## src/rtl/channel_scan_pkg.sv

```systemverilog
// rtl/channel_scan_pkg.sv - shared types and limits for the channel scan multiplexer
package channel_scan_pkg;

    typedef enum logic [1:0] {
        IDLE   = 2'd0,
        MANUAL = 2'd1,
        SCAN   = 2'd2
    } state_t;

    localparam logic MODE_MANUAL = 1'b0;
    localparam logic MODE_SCAN   = 1'b1;

    localparam int NUM_CH_MAX   = 16;
    localparam int SCAN_DIV_MAX = 65535;

    // Counter width for a divide-by-div counter; never narrower than one bit
    function automatic int cnt_width(input int div);
        return (div > 1) ? $clog2(div) : 1;
    endfunction

endpackage

```

## src/rtl/channel_scan_mux_if.sv

```systemverilog
// rtl/channel_scan_mux_if.sv - channel/select inputs and sampled output bundle
interface channel_scan_mux_if #(
    parameter int NUM_CH = 7,
    parameter int DATA_W = 1
);
    localparam int SEL_W = $clog2(NUM_CH);

    logic [NUM_CH*DATA_W-1:0] in_data;
    logic [SEL_W-1:0]         sel;
    logic                     mode;
    logic                     enable;
    logic                     out_ready;
    logic [DATA_W-1:0]        out_data;
    logic [SEL_W-1:0]         out_chan;
    logic                     out_valid;
    logic                     sel_err;

    modport master (
        output in_data, sel, mode, enable, out_ready,
        input  out_data, out_chan, out_valid, sel_err
    );

    modport slave (
        input  in_data, sel, mode, enable, out_ready,
        output out_data, out_chan, out_valid, sel_err
    );
endinterface

```

## src/rtl/channel_scan_mux_rate_divider.sv

```systemverilog
// rtl/channel_scan_mux_rate_divider.sv - scan step divider that can hold on its last count
module rate_divider
    import channel_scan_pkg::*;
#(
    parameter int DIV = 4
) (
    input  logic clock,
    input  logic resetn,
    input  logic clear,
    input  logic hold,
    output logic tick
);
    localparam int CNT_W = cnt_width(DIV);
    localparam logic [CNT_W-1:0] LAST = CNT_W'(DIV - 1);

    logic [CNT_W-1:0] count;

    assign tick = (count == LAST);

    // Count 0..DIV-1 and wrap; a held tick parks on the last count so the step is not lost
    always_ff @(posedge clock or negedge resetn) begin
        if (!resetn) begin
            count <= '0;
        end else if (clear) begin
            count <= '0;
        end else if (tick) begin
            if (!hold) begin
                count <= '0;
            end
        end else begin
            count <= count + CNT_W'(1);
        end
    end
endmodule

```

## src/rtl/channel_scan_mux.sv

```systemverilog
// rtl/channel_scan_mux.sv - manual/scan channel multiplexer with registered output; scan mode built when CHANNEL_SCAN_MUX_SCAN_EN is defined
module channel_scan_mux
    import channel_scan_pkg::*;
#(
    parameter int NUM_CH   = 7,
    parameter int DATA_W   = 1,
    parameter int SCAN_DIV = 4
) (
    input  logic               clock,
    input  logic               resetn,
    channel_scan_mux_if.slave  bus
);
    localparam int SEL_W = $clog2(NUM_CH);

    state_t             state;
    state_t             state_next;
    logic [DATA_W-1:0]  out_data_q;
    logic [SEL_W-1:0]   out_chan_q;
    logic               out_valid_q;
    logic               sel_err_q;
    logic               free;
    logic               cap_manual;
    logic               cap_scan;
    logic               sel_oob;
    logic [SEL_W-1:0]   pick;
    logic [DATA_W-1:0]  pick_data;

    assign free       = !out_valid_q || bus.out_ready;
    assign cap_manual = (state == MANUAL) && free;
    assign sel_oob    = 32'(bus.sel) >= NUM_CH;

    // State register
    always_ff @(posedge clock or negedge resetn) begin
        if (!resetn) begin
            state <= IDLE;
        end else begin
            state <= state_next;
        end
    end

    // Next state follows enable/mode every cycle
    always_comb begin
        state_next = IDLE;
        if (bus.enable) begin
`ifdef CHANNEL_SCAN_MUX_SCAN_EN
            state_next = (bus.mode == MODE_SCAN) ? SCAN : MANUAL;
`else
            state_next = MANUAL;
`endif
        end
    end

`ifdef CHANNEL_SCAN_MUX_SCAN_EN
    logic             tick;
    logic             div_clear;
    logic             div_hold;
    logic [SEL_W-1:0] scan_ptr;

    assign div_clear = (state != SCAN);
    assign div_hold  = !free;
    assign cap_scan  = (state == SCAN) && tick && free;
    assign pick      = (state == SCAN) ? scan_ptr : bus.sel;

    rate_divider #(.DIV(SCAN_DIV)) u_div (
        .clock  (clock),
        .resetn (resetn),
        .clear  (div_clear),
        .hold   (div_hold),
        .tick   (tick)
    );

    // Scan pointer restarts at channel 0 whenever scanning is (re)entered
    always_ff @(posedge clock or negedge resetn) begin
        if (!resetn) begin
            scan_ptr <= '0;
        end else if (state != SCAN) begin
            scan_ptr <= '0;
        end else if (cap_scan) begin
            scan_ptr <= (scan_ptr == SEL_W'(NUM_CH - 1)) ? '0 : scan_ptr + SEL_W'(1);
        end
    end
`else
    assign cap_scan = 1'b0;
    assign pick     = bus.sel;
`endif

    // Channel mux; out-of-range indices read as zero
    always_comb begin
        pick_data = '0;
        for (int k = 0; k < NUM_CH; k++) begin
            if (pick == SEL_W'(k)) begin
                pick_data = bus.in_data[k*DATA_W +: DATA_W];
            end
        end
    end

    // Output register: capture when free, otherwise hold; drop valid on a bare accept
    always_ff @(posedge clock or negedge resetn) begin
        if (!resetn) begin
            out_data_q  <= '0;
            out_chan_q  <= '0;
            out_valid_q <= 1'b0;
            sel_err_q   <= 1'b0;
        end else if (cap_manual) begin
            out_data_q  <= sel_oob ? '0 : pick_data;
            out_chan_q  <= bus.sel;
            out_valid_q <= 1'b1;
            sel_err_q   <= sel_oob;
        end else if (cap_scan) begin
            out_data_q  <= pick_data;
            out_chan_q  <= pick;
            out_valid_q <= 1'b1;
        end else if (bus.out_ready) begin
            out_valid_q <= 1'b0;
        end
    end

    assign bus.out_data  = out_data_q;
    assign bus.out_chan  = out_chan_q;
    assign bus.out_valid = out_valid_q;
    assign bus.sel_err   = sel_err_q;
endmodule

```

## src/flat_wrapper.sv

```systemverilog
// flat-port wrapper written by rule: the top's interface ports become plain ports
module channel_scan_mux_flat import channel_scan_pkg::*;
#(
    parameter int NUM_CH   = 7,
    parameter int DATA_W   = 1,
    parameter int SCAN_DIV = 4
)
  (clock, resetn, bus_in_data, bus_sel, bus_mode, bus_enable, bus_out_ready, bus_out_data, bus_out_chan, bus_out_valid, bus_sel_err);
  channel_scan_mux_if #(.NUM_CH(NUM_CH), .DATA_W(DATA_W)) bus_i ();
  input  logic clock;
  input  logic resetn;
  input wire logic [$bits(bus_i.in_data)-1:0] bus_in_data;
  input wire logic [$bits(bus_i.sel)-1:0] bus_sel;
  input wire logic [$bits(bus_i.mode)-1:0] bus_mode;
  input wire logic [$bits(bus_i.enable)-1:0] bus_enable;
  input wire logic [$bits(bus_i.out_ready)-1:0] bus_out_ready;
  output wire logic [$bits(bus_i.out_data)-1:0] bus_out_data;
  output wire logic [$bits(bus_i.out_chan)-1:0] bus_out_chan;
  output wire logic [$bits(bus_i.out_valid)-1:0] bus_out_valid;
  output wire logic [$bits(bus_i.sel_err)-1:0] bus_sel_err;
  assign bus_i.in_data = bus_in_data;
  assign bus_i.sel = bus_sel;
  assign bus_i.mode = bus_mode;
  assign bus_i.enable = bus_enable;
  assign bus_i.out_ready = bus_out_ready;
  assign bus_out_data = bus_i.out_data;
  assign bus_out_chan = bus_i.out_chan;
  assign bus_out_valid = bus_i.out_valid;
  assign bus_sel_err = bus_i.sel_err;
  channel_scan_mux #(.NUM_CH(NUM_CH), .DATA_W(DATA_W), .SCAN_DIV(SCAN_DIV)) u_core (.clock(clock), .resetn(resetn), .bus(bus_i));
endmodule
```

## config.mk

```make
export PLATFORM = sky130hd
export DESIGN_NAME = channel_scan_mux_flat
export DESIGN_NICKNAME = d
export VERILOG_FILES = /design/src/rtl/channel_scan_pkg.sv /design/src/rtl/channel_scan_mux_if.sv /design/src/rtl/channel_scan_mux_rate_divider.sv /design/src/rtl/channel_scan_mux.sv /design/src/flat_wrapper.sv
export SDC_FILE = /design/constraint.sdc
export NUM_CORES = 1
export LEC_CHECK = 0
export CORE_AREA = 2 2 39 41
export DETAILED_ROUTE_END_ITERATION = 6
export DIE_AREA = 0 0 41 43
export PLACE_DENSITY = 0.7
export SYNTH_ARGS = -nofsm -noshare
export SYNTH_HDL_FRONTEND = slang
export SYNTH_SLANG_ARGS = --single-unit
export TNS_END_PERCENT = 50
```

## constraint.sdc

```tcl
create_clock -name clock -period 1.3 [get_ports clock]
set_input_delay 0.13 -clock clock [delete_from_list [all_inputs] [get_ports clock]]
set_output_delay 0.13 -clock clock [all_outputs]
set_load 0.01 [all_outputs]
```

# Yosys cells after proc, flatten, opt, wreduce, memory -nomap -nowiden
# Cells that the tools add are included.
word_totals:
  reg_bits: 7
  input_bits: 15
  out_inout_bits: 6
  wordCells: 29
op_classes:
  n_lt_le_gt_ge: 1
  eq_ne: 7
  mux: 11
  reduce_logical: 5
ops:
  columns: ["cell", "n"]
  rows:
  - ["1-bit 2-to-1 mux", 11]
  - ["3-bit == test, second input constant", 3]
  - ["3-bit by 2-bit == test with 1-bit output, second input constant", 2]
  - ["3-bit by 1-bit == test with 1-bit output, second input constant", 1]
  - ["3-bit greater-or-equal comparator, second input constant", 1]
  - ["3-bit zero test", 1]
  - ["2-bit nonzero test", 1]
  - ["1-bit == test, second input constant", 1]
  - ["1-bit logical AND", 1]
  - ["1-bit zero test", 1]
  - ["1-bit logical OR", 1]

# Longest topological paths before layout
depth:
  ltp_word: 9
  ltp_mapped: 4
  mapped_depth_nobuf: 3

# Worst setup path after synthesis
# Ideal clock, no wire load.
synth_timing:
  path_type: "register to register"
  start: "reg u_core.out_valid_q (netlist: u_core.bus.out_valid)"
  end: "reg u_core.out_chan_q[0] (netlist: u_core.bus.out_chan[0])"
  setup_ns: 0.125
  t_arrival_ns: 0.933
  t_required_ns: 1.175
  slack_ns: 0.243
  path_stages_with_launch: 4
  n_path_buf: 0
  period_less_slack_ns: 1.057
  path_cell_list: "dfrtp_1 > nand2b_1 > nand2_1 > mux2_2"
synth_between:
  elab_chain_len: 3
synth_rtl:
  columns: ["item", "line", "rtl"]
  rows:
  - ["start, declared", "channel_scan_mux.sv:19", "logic out_valid_q;"]
  - ["start signal, assigned", "channel_scan_mux.sv:102", "out_valid_q <= 1'b0;"]
  - ["start signal, assigned", "channel_scan_mux.sv:107", "out_valid_q <= 1'b1;"]
  - ["start signal, assigned", "channel_scan_mux.sv:112", "out_valid_q <= 1'b1;"]
  - ["1-bit zero test", "channel_scan_mux.sv:28", "assign free = !out_valid_q || bus.out_ready;"]
  - ["1-bit logical OR", "channel_scan_mux.sv:28", null]
  - ["1-bit logical AND", "channel_scan_mux.sv:29", "assign cap_manual = (state == MANUAL) && free;"]
  - ["end signal, assigned", "channel_scan_mux.sv:106", "out_chan_q <= bus.sel;"]
  - ["end signal, assigned", "channel_scan_mux.sv:111", "out_chan_q <= pick;"]
  - ["end, declared", "channel_scan_mux.sv:18", "logic [SEL_W-1:0] out_chan_q;"]
# Every way passes these cells.
# A chain may end at the register's enable or synchronous reset.

# Final worst setup path
layout_timing:
  start: "reg u_core.out_chan_q[2] (netlist: u_core.bus.out_chan[2])"
  end: "out bus_out_chan[2]"
layout_lines:
  columns: ["item", "line", "rtl"]
  rows:
  - ["end, declared", "flat_wrapper.sv:18", "output wire logic [$bits(bus_i.out_chan)-1:0] bus_out_chan;"]
# No word-level cell between the ends.

==> metrics.md <==
| Metric | Value |
|---|---|
| Most common cell in the netlist | `dfrtp_1` |
| Worst EP arrival | `1.12 ns` |
| Dominant cell type by area after synthesis | `dfrtp_1` |
| FP Rows | `14` |
| Met2 WL | `394 µm` |
| Nets | `72` |
| Core Box Area | `1380 µm²` |
| Worst slew pin tran | `0.331 ns` |
| Leak | `0.297 nW` |
| Clock latency on the worst-skew pair | `0.25 ns` |
| Post-synthesis cell count | `30` |
| # port buffers | `19` |
| Power Dens Cells | `1010 nW/µm²` |
| Share of cells above drive strength 1 | `19.6%` |
| Synth cell types | `16` |
| Crit path time final | `1.25 ns` |
| Last element of the critical path | `bus_out_chan[2]` |
| Final setup violation count | `0` |
| Post-synth EDFFs | `0` |
| Chip height | `43 µm` |
| RR Startpoint | `u_core.bus.out_valid` |
| Synth Flop Type | `dfrtp_1` |
| Worst path top cell family by delay | `buffers and inverters` |
| Reg2reg setup slack | `0.24 ns` |
| Register Area | `175 µm²` |
| Clock Skews | `0.00191 ns` |
| CTS root buf | `clkbuf_4` |
| DR vias/cell | `4.29` |
| Reg clk slew, reported paths | `0.05 ns` |
| Top-area cell type share of the netlist area | `50.2%` |
| Fmax | `0.797 GHz` |
| Final Hold Violating Endpoints | `0` |
| Commonest cells in the synthesized netlist | `7 x dfrtp_1, 3 x mux2_2, 3 x mux2i_1, 3 x o21ai_0` |
| Post-Syn Area | `349 µm²` |
| Mapped Nets | `45` |
| Setup TNS | `0 ns` |
| Design area | `612 µm²` |
| Die ar. | `1760 µm²` |
| Max transition margin | `77.9%` |
| Worst-case reg-to-reg path depth | `3` |
| Max-slew violation count | `0` |
| GRT overflow | `0` |
| Area Overhead vs Synth | `75.3%` |
| Crit start category | `flop` |
| Metal3 WL | `58 µm` |
| CP required | `1.17 ns` |
| Crit path buf inv count | `1` |
| H-Tree Depth | `1` |
| Area contributors post-synth | `dfrtp_1 50%, mux2_2 9.7%, mux2i_1 8.6%` |
| Die Wd | `41 µm` |
| Critical setup path kind | `flop to primary output` |
| Post-synthesis sequential area ratio | `50.2%` |
| Vias in the first global route | `292` |
| Wire per inst | `10.7 µm` |
| Crit Path Max Fanout | `2` |
| Worst setup startpoint | `u_core.bus.out_chan[2]` |
| DR iter-0 viols | `10` |
| Outcome | `complete, no violations` |
| RSZ-0062 raised after global routing | `false` |
| Placement Setup Slack | `-0.0863 ns` |
| Maximum VDD drop | `0.641 mV` |
| Antenna violations before repair | `0` |
| Setup ws final | `0.0457 ns` |
| First-pass GRT wire length | `1240 µm` |
| Syn Area/Cell | `11.6 µm²` |
| Area occupied by multi-input gates | `159 µm²` |
| Num ports | `21` |
| Routed wire length | `772 µm` |
| Critical path's slowest cell | `clkdlybuf4s50_1` |
| Synth warn | `0` |
| Remaining DRCs | `0` |
| Stages on worst setup path | `1` |
| Drt pass-1 iters | `3` |
| Placed inst area | `578 µm²` |
| Top Metal Used | `met3` |
| Gp weighted congestion | `0.629` |
| CP max stage delay | `0.54 ns` |
| CTS buffer count | `3` |
| Layout fillers | `131` |
| Flops & latches, synth | `7` |
| Clock tree from TritonCTS | `yes` |
| Final period util | `96.5%` |
| Pin count of the biggest net entering global routing | `8` |
| Initial Util | `25.2%` |
| Antenna-violating nets left | `0` |
| RR Endpoint | `u_core.bus.out_chan[0]` |
| Post-synth ARST share | `100%` |
| Diode count | `0` |
| Clk sinks | `7` |
| Critical Path End Type | `primary output` |
| Worst hold-check path type | `input pin to async pin` |
| Crit-path cells | `clkdlybuf4s50_1` |
| Metal-1 WL | `319 µm` |
| Via Count | `309` |
| CTS Buffer Depth | `2` |
| Max Cap Viol | `0` |
| Tot GR Track Use | `11.2%` |
==> cell families after synthesis <==
group,count (synthesis),share of synthesized area [%]
AND/OR/NAND/NOR,9,14.0
flip-flops,7,50.2
AO/OA/AOI/OAI,6,13.3
multiplexers,6,18.3
buffers and inverters,2,4.30
==> worst min path at each step <==
stage / to / cells after the start
3_5_place_dp: u_core.bus.out_data / 1
4_1_cts: u_core.bus.out_data / 1
2_1_floorplan: u_core.bus.out_chan[0] / 0
3_3_place_gp: u_core.bus.out_data / 1
6_report: u_core.bus.out_data / 1
5_1_grt: u_core.bus.out_data / 1
==> layer usage <==
metal | GRT usage (%) | up-vias
met4 | 6.00 | 0
met1 | 13.4 | 138
met5 | 0 | -
li1 | - | 160
met3 | 9.42 | 0
met2 | 13.4 | 11
==> repair_timing <==
action,CTS,global route
endpoints found under the setup margin,0,3
buffers inserted,0,0
hold buffers,0,0
resized for setup,0,3
==> registers in the layout, indices dropped and copies added (netlist names) <==
signal	cells
u_core.bus.out_valid	1
u_core.bus.sel_err	1
u_core.state	1
u_core.bus.out_chan	3
u_core.bus.out_data	1
==> cell usage in the layout, fill, tap and decap left out, drive strengths merged <==
cell type and n:
o31ai 1, nand2 2, clkdlybuf4s50 16, nand2b 1, o211a 1, mux2i 3
inv 1, dlymetal6s2s 3, nand3b 1, buf 4, nor2 1, and2b 1
o21ai 3, dfrtp 7, a22o 1, nor2b 1, clkbuf 4, mux2 3
nand3 2
==> stage by stage <==
stage | cells | power, mW | hold slack [ns] | util [%]
finish | 72 | 0.619 | 0.142 | 44.2
global route | 72 | 0.662 | 0.161 | 44.2
CTS | 72 | 0.638 | 0.142 | 43.7
detailed placement | 68 | 0.431 | 0.416 | 41.8
global placement | 68 | 0.428 | 0.404 | 41.8
floorplan | 30 | 0.322 | -0.166 | -
==> cell type report <==
class                      count  share of cell area, %
timing repair buffer          23                   37.2
multi-input combinational     21                   26.0
tap                           16                   3.27
clock buffer                   4                   4.29
inverter                       1                  0.613
sequential                     7                   28.6
==> report_power, final <==
| part | total [mW] | leakage [nW] | internal [mW] | switching, mW |
|---|---|---|---|---|
| combinational | 0.167 | 0.198 | 0.108 | 0.0585 |
| clock | 0.197 | 0.0150 | 0.117 | 0.0802 |
| sequential | 0.255 | 0.0835 | 0.243 | 0.0115 |
| total | 0.619 | 0.297 | 0.469 | 0.150 |
No activity file was read; power rests on OpenSTA's default activity.
